### config.mk
export PLATFORM = sky130hd
export DESIGN_NAME = matrix_c_reader_flat
export DESIGN_NICKNAME = d
export VERILOG_FILES = /design/src/rtl/matrix_pkg.sv /design/src/rtl/matrix_c_reader_if.sv /design/src/rtl/result_skid_fifo.sv /design/src/rtl/matrix_c_reader.sv /design/src/flat_wrapper.sv
export SDC_FILE = /design/constraint.sdc
export NUM_CORES = 1
export LEC_CHECK = 0
export BUFFER_PORTS_ARGS = -buffer_cell sky130_fd_sc_hd__clkbuf_2
export CAP_MARGIN = 20
export CORE_MARGIN = 1
export CORE_UTILIZATION = 50
export CTS_CLUSTER_SIZE = 28
export DETAILED_ROUTE_END_ITERATION = 16
export PLACE_DENSITY = 0.84
export SETUP_SLACK_MARGIN = 0.05
export SYNTH_ARGS = -nofsm -noshare
export SYNTH_HDL_FRONTEND = slang
export SYNTH_SLANG_ARGS = --single-unit
### constraint.sdc
create_clock -name clk -period 7.9 [get_ports clk]
set_clock_uncertainty 0.15 [all_clocks]
set_input_delay 1.185 -clock clk [delete_from_list [all_inputs] [get_ports clk]]
set_output_delay 1.185 -clock clk [all_outputs]
set_load 0.02 [all_outputs]
### src/rtl/matrix_pkg.sv
// Shared constants and types for the 8x8 matrix multiplier and its C readout stage.
package matrix_pkg;

    localparam int unsigned DIM           = 8;
    localparam int unsigned C_WIDTH       = 19;
    localparam int unsigned ADDR_WIDTH    = $clog2(DIM * DIM);
    localparam int unsigned IDX_WIDTH     = ADDR_WIDTH / 2;
    localparam int unsigned OUT_WIDTH_DEF = 16;

    typedef enum logic [1:0] {
        StIdle,
        StStream,
        StDrain,
        StDone
    } reader_state_e;

    function automatic int sat_max(int unsigned width);
        return (1 << (width - 1)) - 1;
    endfunction

    function automatic int sat_min(int unsigned width);
        return -(1 << (width - 1));
    endfunction

    localparam int SAT_MAX = sat_max(OUT_WIDTH_DEF);
    localparam int SAT_MIN = sat_min(OUT_WIDTH_DEF);

endpackage

### src/rtl/matrix_c_reader_if.sv
// C RAM read port plus the valid/ready result stream of the C readout stage.
interface matrix_c_reader_if #(
    parameter int unsigned C_WIDTH    = matrix_pkg::C_WIDTH,
    parameter int unsigned OUT_WIDTH  = matrix_pkg::OUT_WIDTH_DEF,
    parameter int unsigned ADDR_WIDTH = matrix_pkg::ADDR_WIDTH
);
    logic                      c_rd_en;
    logic [ADDR_WIDTH-1:0]     c_addr;
    logic [C_WIDTH-1:0]        c_data;
    logic                      out_valid;
    logic                      out_ready;
    logic [OUT_WIDTH-1:0]      out_data;
    logic                      out_sat;
    logic [ADDR_WIDTH/2-1:0]   out_row;
    logic [ADDR_WIDTH/2-1:0]   out_col;
    logic                      out_last;

    modport master (
        output c_rd_en, c_addr, out_valid, out_data, out_sat, out_row, out_col, out_last,
        input  c_data, out_ready
    );

    modport slave (
        input  c_rd_en, c_addr, out_valid, out_data, out_sat, out_row, out_col, out_last,
        output c_data, out_ready
    );
endinterface

### src/rtl/result_skid_fifo.sv
// Two-entry FIFO whose head is held in a register, so readers see no comb path from pop.
module result_skid_fifo #(
    parameter int unsigned Width = 23
) (
    input  logic             clk,
    input  logic             reset,
    input  logic             push,
    input  logic             pop,
    input  logic             flush,
    input  logic [Width-1:0] wdata,
    output logic [Width-1:0] rdata,
    output logic             valid,
    output logic [1:0]       count
);
    logic [Width-1:0] head_q, tail_q;
    logic [1:0]       count_q;
    logic             do_pop;

    assign do_pop = pop && (count_q != 2'd0);

    always_ff @(posedge clk or negedge reset) begin
        if (!reset) begin
            head_q  <= '0;
            tail_q  <= '0;
            count_q <= '0;
        end else if (flush) begin
            count_q <= '0;
        end else if (push && do_pop) begin
            if (count_q == 2'd1) begin
                head_q <= wdata;
            end else begin
                head_q <= tail_q;
                tail_q <= wdata;
            end
        end else if (push) begin
            if (count_q == 2'd0) head_q <= wdata;
            else                 tail_q <= wdata;
            count_q <= count_q + 2'd1;
        end else if (do_pop) begin
            head_q  <= tail_q;
            count_q <= count_q - 2'd1;
        end
    end

    assign rdata = head_q;
    assign valid = (count_q != 2'd0);
    assign count = count_q;
endmodule

### src/rtl/matrix_c_reader.sv
// Walks the C result RAM row-major after the multiplier finishes and streams saturated words.
module matrix_c_reader
    import matrix_pkg::*;
#(
    parameter int unsigned OUT_WIDTH = OUT_WIDTH_DEF
) (
    input  logic              clk,
    input  logic              reset,
    input  logic              done,
    output logic              frame_done,
    output logic              busy,
    matrix_c_reader_if.master bus
);
    localparam int unsigned FIFO_WIDTH = OUT_WIDTH + 1 + ADDR_WIDTH;
    localparam logic [ADDR_WIDTH-1:0] LAST_ADDR = ADDR_WIDTH'(DIM * DIM - 1);
    localparam logic signed [C_WIDTH-1:0] HI = C_WIDTH'(sat_max(OUT_WIDTH));
    localparam logic signed [C_WIDTH-1:0] LO = C_WIDTH'(sat_min(OUT_WIDTH));

    reader_state_e         state_q, state_d;
    logic                  done_q;
    logic [ADDR_WIDTH-1:0] rd_cnt_q, rd_cnt_d;
    logic [ADDR_WIDTH-1:0] last_addr_q;
    logic                  inflight_q;
    logic                  frame_done_q;

    logic                  rise, abort, issue, pop, reading;
    logic [2:0]            occ;
    logic signed [C_WIDTH-1:0] c_signed;
    logic [OUT_WIDTH-1:0]  sat_data;
    logic                  sat_flag;

    logic [FIFO_WIDTH-1:0] fifo_rdata;
    logic                  fifo_valid;
    logic [1:0]            fifo_count;
    logic [ADDR_WIDTH-1:0] head_addr;

    assign rise    = done && !done_q;
    assign reading = (state_q == StStream) || (state_q == StDrain);
    assign abort   = reading && !done;
    assign pop     = fifo_valid && bus.out_ready;
    assign occ     = {1'b0, fifo_count} + {2'b0, inflight_q} - {2'b0, pop};
    // Counting this cycle's pop keeps full rate with only two buffer slots.
    assign issue   = (state_q == StStream) && (occ < 3'd2);

    assign c_signed = signed'(bus.c_data);

    always_comb begin
        sat_flag = 1'b0;
        sat_data = c_signed[OUT_WIDTH-1:0];
        if (c_signed > HI) begin
            sat_flag = 1'b1;
            sat_data = HI[OUT_WIDTH-1:0];
        end else if (c_signed < LO) begin
            sat_flag = 1'b1;
            sat_data = LO[OUT_WIDTH-1:0];
        end
    end

    always_comb begin
        state_d  = state_q;
        rd_cnt_d = rd_cnt_q;
        unique case (state_q)
            StIdle:   if (rise) state_d = StStream;
            StStream: begin
                if (!done) state_d = StIdle;
                else if (issue && rd_cnt_q == LAST_ADDR) state_d = StDrain;
            end
            StDrain: begin
                if (!done) state_d = StIdle;
                else if (pop && head_addr == LAST_ADDR) state_d = StDone;
            end
            StDone:   if (!done) state_d = StIdle;
            default:  state_d = StIdle;
        endcase
        if (state_q != StStream) rd_cnt_d = '0;
        else if (issue && rd_cnt_q != LAST_ADDR) rd_cnt_d = rd_cnt_q + 1'b1;
    end

    always_ff @(posedge clk or negedge reset) begin
        if (!reset) begin
            state_q      <= StIdle;
            done_q       <= 1'b0;
            rd_cnt_q     <= '0;
            last_addr_q  <= '0;
            inflight_q   <= 1'b0;
            frame_done_q <= 1'b0;
        end else begin
            state_q      <= state_d;
            done_q       <= done;
            rd_cnt_q     <= rd_cnt_d;
            inflight_q   <= issue && !abort;
            frame_done_q <= (state_q == StDrain) && (state_d == StDone);
            if (issue) last_addr_q <= rd_cnt_q;
        end
    end

    // last_addr_q still names the word whose data is on c_data this cycle.
    result_skid_fifo #(
        .Width(FIFO_WIDTH)
    ) u_fifo (
        .clk  (clk),
        .reset(reset),
        .push (inflight_q),
        .pop  (pop),
        .flush(abort),
        .wdata({sat_data, sat_flag, last_addr_q}),
        .rdata(fifo_rdata),
        .valid(fifo_valid),
        .count(fifo_count)
    );

    assign head_addr     = fifo_rdata[ADDR_WIDTH-1:0];
    assign bus.out_data  = fifo_rdata[FIFO_WIDTH-1 -: OUT_WIDTH];
    assign bus.out_sat   = fifo_rdata[ADDR_WIDTH];
    assign bus.out_row   = head_addr[ADDR_WIDTH-1 -: IDX_WIDTH];
    assign bus.out_col   = head_addr[IDX_WIDTH-1:0];
    assign bus.out_last  = fifo_valid && (head_addr == LAST_ADDR);
    assign bus.out_valid = fifo_valid;
    assign bus.c_rd_en   = reading;
    assign bus.c_addr    = issue ? rd_cnt_q : last_addr_q;

    assign frame_done = frame_done_q;
    assign busy       = reading;
endmodule

### src/flat_wrapper.sv
// flat-port wrapper written by rule: the top's interface ports become plain ports
module matrix_c_reader_flat import matrix_pkg::*;
#(
    parameter int unsigned OUT_WIDTH = OUT_WIDTH_DEF
)
  (clk, reset, done, frame_done, busy, bus_c_rd_en, bus_c_addr, bus_out_valid, bus_out_data, bus_out_sat, bus_out_row, bus_out_col, bus_out_last, bus_c_data, bus_out_ready);
  matrix_c_reader_if #(.C_WIDTH(C_WIDTH), .OUT_WIDTH(OUT_WIDTH), .ADDR_WIDTH(ADDR_WIDTH)) bus_i ();
  input  logic clk;
  input  logic reset;
  input  logic done;
  output logic frame_done;
  output logic busy;
  output wire logic [$bits(bus_i.c_rd_en)-1:0] bus_c_rd_en;
  output wire logic [$bits(bus_i.c_addr)-1:0] bus_c_addr;
  output wire logic [$bits(bus_i.out_valid)-1:0] bus_out_valid;
  output wire logic [$bits(bus_i.out_data)-1:0] bus_out_data;
  output wire logic [$bits(bus_i.out_sat)-1:0] bus_out_sat;
  output wire logic [$bits(bus_i.out_row)-1:0] bus_out_row;
  output wire logic [$bits(bus_i.out_col)-1:0] bus_out_col;
  output wire logic [$bits(bus_i.out_last)-1:0] bus_out_last;
  input wire logic [$bits(bus_i.c_data)-1:0] bus_c_data;
  input wire logic [$bits(bus_i.out_ready)-1:0] bus_out_ready;
  assign bus_c_rd_en = bus_i.c_rd_en;
  assign bus_c_addr = bus_i.c_addr;
  assign bus_out_valid = bus_i.out_valid;
  assign bus_out_data = bus_i.out_data;
  assign bus_out_sat = bus_i.out_sat;
  assign bus_out_row = bus_i.out_row;
  assign bus_out_col = bus_i.out_col;
  assign bus_out_last = bus_i.out_last;
  assign bus_i.c_data = bus_c_data;
  assign bus_i.out_ready = bus_out_ready;
  matrix_c_reader #(.OUT_WIDTH(OUT_WIDTH)) u_core (.clk(clk), .reset(reset), .done(done), .frame_done(frame_done), .busy(busy), .bus(bus_i));
endmodule
## Word-level counts from Yosys, hierarchy flattened

Cells that the tools add are included.

- $add $sub $neg: 5
- Magnitude comparators: 3
- Eq/ne operators: 13
- Mux-type cells: 27
- Bitwise gates (word level): 1
- Reduce and logical (&&, ||, !) cells: 26

Operator list:

| kind | count |
|---|---|
| $mux W23 | 9 |
| $mux W16 | 2 |
| $mux W2 | 10 |
| $gt A19 B16 Y1 const B | 1 |
| $lt A19 B16 Y1 const B | 1 |
| $mux W6 | 3 |
| $eq A6 B6 Y1 const B | 2 |
| $logic_and A1 B1 Y1 | 12 |
| $pmux W2 S4 | 1 |
| $add A6 B1 Y6 const B | 1 |
| $eq A2 B2 Y1 const B | 3 |
| $ne A6 B6 Y1 const B | 1 |
| $reduce_bool A2 Y1 | 3 |
| $reduce_bool A3 Y1 | 2 |
| $eq A2 B1 Y1 const B | 2 |
| $logic_not A2 Y1 | 2 |
| $ne A2 B1 Y1 const B | 2 |
| $ne A2 B2 Y1 const B | 2 |
| $reduce_and A4 Y1 | 1 |
| $add A2 B1 Y3 | 1 |
| $logic_not A1 Y1 | 3 |
| $lt A3 B2 Y1 const B | 1 |
| $ne A3 B3 Y1 const B | 1 |
| $reduce_and A3 Y1 | 1 |
| other kinds (7) | 8 |

- Bits in registers: 65
- Output and inout bits: 34

## Logic depth before layout (Yosys ltp)

- Depth in word-level cells: 11
- Gate-level depth with buffers: 12
- Mapped depth without buffers: 10

## By module

A second synthesis with hierarchy kept.

- Cells, all modules: 305
- Area, all modules: 3328.2 um^2

Modules (own cells, without submodules):

| module | times used | cells an instance | area an instance (um^2) | sequential area each (um^2) |
|---|---|---|---|---|
| result_skid_fifo | 1 | 179 | 2213.4 | 1201.2 |
| matrix_c_reader | 1 | 126 | 1114.8 | 425.4 |

## Worst setup path after synthesis

No wires, ideal clock.

- Path kind: in2out
- Start point: input port bus_out_ready
- End point: output port bus_c_addr[2]
- Arrival: 2.935 ns
- Data required time: 6.565 ns
- Path slack: 3.630 ns
- Stages: 8
- Path buffers: 1
- Cells stage by stage: nand2b_1 > ha_1 > nand2_1 > fa_1 > xor2_1 > or2_2 > buf_2 > mux2_2

- Word-level cells in the longest chain between the ends: 5

RTL lines:

| what | line | source |
|---|---|---|
| from (decl) | flat_wrapper.sv:22 | `input wire logic [$bits(bus_i.out_ready)-1:0] bus_out_ready;` |
| $logic_and A1 B1 Y1 | matrix_c_reader.sv:40 | `assign pop = fifo_valid && bus.out_ready;` |
| $sub A3 B1 Y3 | matrix_c_reader.sv:41 | `assign occ = {1'b0, fifo_count} + {2'b0, inflight_q} - {2'b0, pop};` |
| $lt A3 B2 Y1 | matrix_c_reader.sv:43 | `assign issue = (state_q == StStream) && (occ < 3'd2);` |
| $logic_and A1 B1 Y1 | matrix_c_reader.sv:43 |  |
| $mux W6 | matrix_c_reader.sv:120 | `assign bus.c_addr = issue ? rd_cnt_q : last_addr_q;` |
| to (decl) | flat_wrapper.sv:14 | `output wire logic [$bits(bus_i.c_addr)-1:0] bus_c_addr;` |

Every way passes these cells.

## Final worst setup path

- Start point: input port bus_out_ready
- End point: output port bus_c_addr[4]

The elaborated chain is that of the path after synthesis.

==> impl_metrics.env <==
export IMPL_grt_ovfl_total=0
export IMPL_io_pins=57
export IMPL_clk_path_buf_depth=2
export IMPL_grt_pass1_wl_um=11100
export IMPL_die_area_um2=6750
export IMPL_critPathRequiredTime_ns=6.57
export IMPL_arrival_ns=3.23
export IMPL_synth_compound_area_share_pct=16.3
export IMPL_worstMarginPinSlew_ns=0.941
export IMPL_drt_initial_drc_count=187
export IMPL_clkTransAtPathRegs_ns=0.07
export IMPL_synth_xor_area_share_pct=0.545
export IMPL_grt_max_degree=66
export IMPL_vias_per_cell=5.74
export IMPL_status="finished clean"
export IMPL_cts_resized_gates=0
export IMPL_finalSetupTns_ns=0
export IMPL_slew_violations=0
export IMPL_worstRegToRegCells=9
export IMPL_fin_crit_ns=4.56
export IMPL_antenna_found_initial=0
export IMPL_postRouteAntennaNets=0
export IMPL_die_h_um=82.2
export IMPL_setup_viol=0
export IMPL_grt_use_total_pct=22.4
export IMPL_htreeDepth=3
export IMPL_finalCritPeriodShare_pct=57.8
export IMPL_core_um2=6060
export IMPL_num_rows=28
export IMPL_yosys_warnings=0
export IMPL_portBuffers=56
export IMPL_synth_fa_ha_area_share_pct=4.52
export IMPL_clock_latency_ns=0.34
export IMPL_area_delta_synth_final_pct=15.8
export IMPL_synth_top_family_by_area="compound AO/OA/AOI/OAI gates"
export IMPL_diodes=0
export IMPL_max_cap_violations=0
export IMPL_synthCells=325
export IMPL_cts_num_sinks=65
export IMPL_ys_types=42
export IMPL_rsz0062_at_grt="no"
export IMPL_fmax_mhz=219
export IMPL_whs_path_depth=2
export IMPL_drt_wl_total_um=6740
export IMPL_hpwlAfterDp_um=4510
export IMPL_cp_start_kind="primary input"
export IMPL_yosysSeqAreaShare_pct=50.6
export IMPL_gp_congestion=0.890
export IMPL_synth_area_um2=3210
export IMPL_vias=2611
export IMPL_p_per_area_nw_per_um2=358
export IMPL_min_path_type="reg -> reg"
export IMPL_cts_buffers=9
export IMPL_holdWs_ns=0.334
export IMPL_layout_nets=409
export IMPL_synth_ff_type="dfrtp_1"
export IMPL_p_leak_nw=1.82
export IMPL_hold_viol=0
export IMPL_async_flop_share_pct=100
export IMPL_critPathKind="in -> out"
export IMPL_grt_pass1_vias=2420
export IMPL_dieWidth_um=82.2
export IMPL_ir_drop_mv=0.212
export IMPL_synth_edf_count=0
export IMPL_fillCellCount=509
export IMPL_drc_errors=0
export IMPL_ctsHoldBuffers=0
export IMPL_synth_nets=359
export IMPL_end_kind="output port"
export IMPL_layout_drive_gt1_share_pct=24.7
export IMPL_synthMuxAreaShare_pct=9.93
export IMPL_syn_area_per_cell_um2=9.89
export IMPL_synthSimpleGateAreaFrac_pct=13.4
export IMPL_cp_max_fo=7
export IMPL_initial_utilization_pct=53.0
export IMPL_root_buffer="clkbuf_8"
export IMPL_tritoncts="done"
export IMPL_ys_seq_elements=65
export IMPL_wl_per_cell_um=14.8
export IMPL_post_cts_buffers=0
export IMPL_slew_headroom_pct=37.2
export IMPL_drt_pre_antenna_iters=5
-- power breakdown --
group / switching [W] / total, W / leakage (nW) / internal [W]
clock: 0.000127 / 0.000272 / 0.0933 / 0.000145
combinational: 0.000306 / 0.000511 / 0.897 / 0.000205
sequential: 0.0000834 / 0.000548 / 0.834 / 0.000464
total: 0.000516 / 0.00133 / 1.82 / 0.000814
-- synthesized netlist by cell type (2+ instances only) --
cell / instances / share of area (%)
mux2_4: 4 / 1.9
mux2_2: 12 / 4.2
o21ai_0: 48 / 7.5
mux2i_1: 11 / 3.4
buf_2: 8 / 1.2
a221o_1: 3 / 0.93
nand4_1: 3 / 0.58
a21oi_1: 27 / 4.2
ha_1: 10 / 3.9
nor3b_1: 2 / 0.47
nand2_1: 40 / 4.7
o2bb2ai_1: 3 / 0.82
clkbuf_1: 10 / 1.2
dfrtp_1: 65 / 51
nand2b_1: 4 / 0.78
nor3_1: 9 / 1.4
nand3_1: 5 / 0.78
nor2_1: 23 / 2.7
buf_4: 3 / 0.70
and3_1: 4 / 0.78
inv_1: 10 / 1.2
-- stage by stage --
stage	worst slack (ns)	instances	power (W)	util, %	area [um^2]
after floorplan	3.63	325	0.000907	-	3210
after global placement	3.42	437	0.00103	57.7	3500
after detailed placement	3.36	438	0.00106	57.8	3510
after CTS	3.34	454	0.00134	60.9	3690
after global routing	3.15	455	0.00143	61.4	3720
final	3.34	455	0.00133	61.4	3720
-- kinds of logic after synthesis --
| family | count (synthesis) |
|---|---|
| mux | 28 |
| simple gates | 96 |
| xor+xnor | 2 |
| compound gates | 91 |
| fa+ha+maj | 11 |
| buf+inv | 32 |
| flops | 65 |
-- sequential cells by signal, summed over array words and instances, names as in the netlist --
| register | count |
|---|---|
| u_core.u_fifo.tail_q | 23 |
| u_core.last_addr_q | 6 |
| u_core.frame_done | 1 |
| u_core.rd_cnt_q | 6 |
| u_core.done_q | 1 |
| u_core.u_fifo.count | 2 |
| u_core.state_q | 2 |
| u_core.u_fifo.rdata | 23 |
| u_core.inflight_q | 1 |
-- cell type report --
type | instances | area, um^2 | area share [%]
tap | 75 | 93.8 | 2.52
clock inverter | 5 | 56.3 | 1.51
timing repair buffer | 61 | 338 | 9.08
clock buffer | 11 | 131 | 3.53
multi-input combinational | 228 | 1440 | 38.6
sequential | 65 | 1630 | 43.7
inverter | 10 | 37.5 | 1.01
-- final timing paths --
path	start	endpoint	slack (ns)
max	bus_out_ready	bus_c_addr[4]	3.34
min	u_core.u_fifo.tail_q[11]	u_core.u_fifo.tail_q[11]	0.33
max reg2reg	u_core.u_fifo.count[1]	u_core.u_fifo.rdata[13]	4.61
min reg2reg	u_core.u_fifo.tail_q[11]	u_core.u_fifo.tail_q[11]	0.33
max in group asynchronous	reset	u_core.rd_cnt_q[5]	6.22
min in group asynchronous	reset	u_core.u_fifo.rdata[18]	0.85
-- worst max-delay path: stages --
cell,delay [ns]
clkbuf_2,0.09
nand2b_1,0.10
ha_1,0.30
nand2_1,0.06
fa_1,0.38
xor2_1,0.32
or2_2,0.26
mux2_2,0.36
clkbuf_2,0.16
-- layout by cell type (no fill, tap or decap), types with 2 or more instances in the layout --
cell type  instances
mux2_4             4
nor2_1            23
nand3_1            5
clkbuf_2          56
mux2_2            12
ha_1              10
nor3b_1            2
o2bb2ai_1          3
o21ai_0           48
and3_1             4
nand4_1            3
a221o_1            3
mux2i_1           11
buf_4              4
clkbuf_1           2
clkinv_2           2
inv_1             10
nand2_1           40
clkbuf_8           9
nor3_1             9
nand2b_1           4
dfrtp_1           65
a21oi_1           27
-- routing by layer --
layer / global-route usage (%) / vias up / routed length, um
li1: - / 1243 / -
met1: 28.1 / 1282 / 3050
met2: 36.3 / 79 / 3240
met3: 7.36 / 7 / 380
met4: 7.54 / 0 / 67
met5: 0 / - / 0
(Power assumes the default switching activity.)
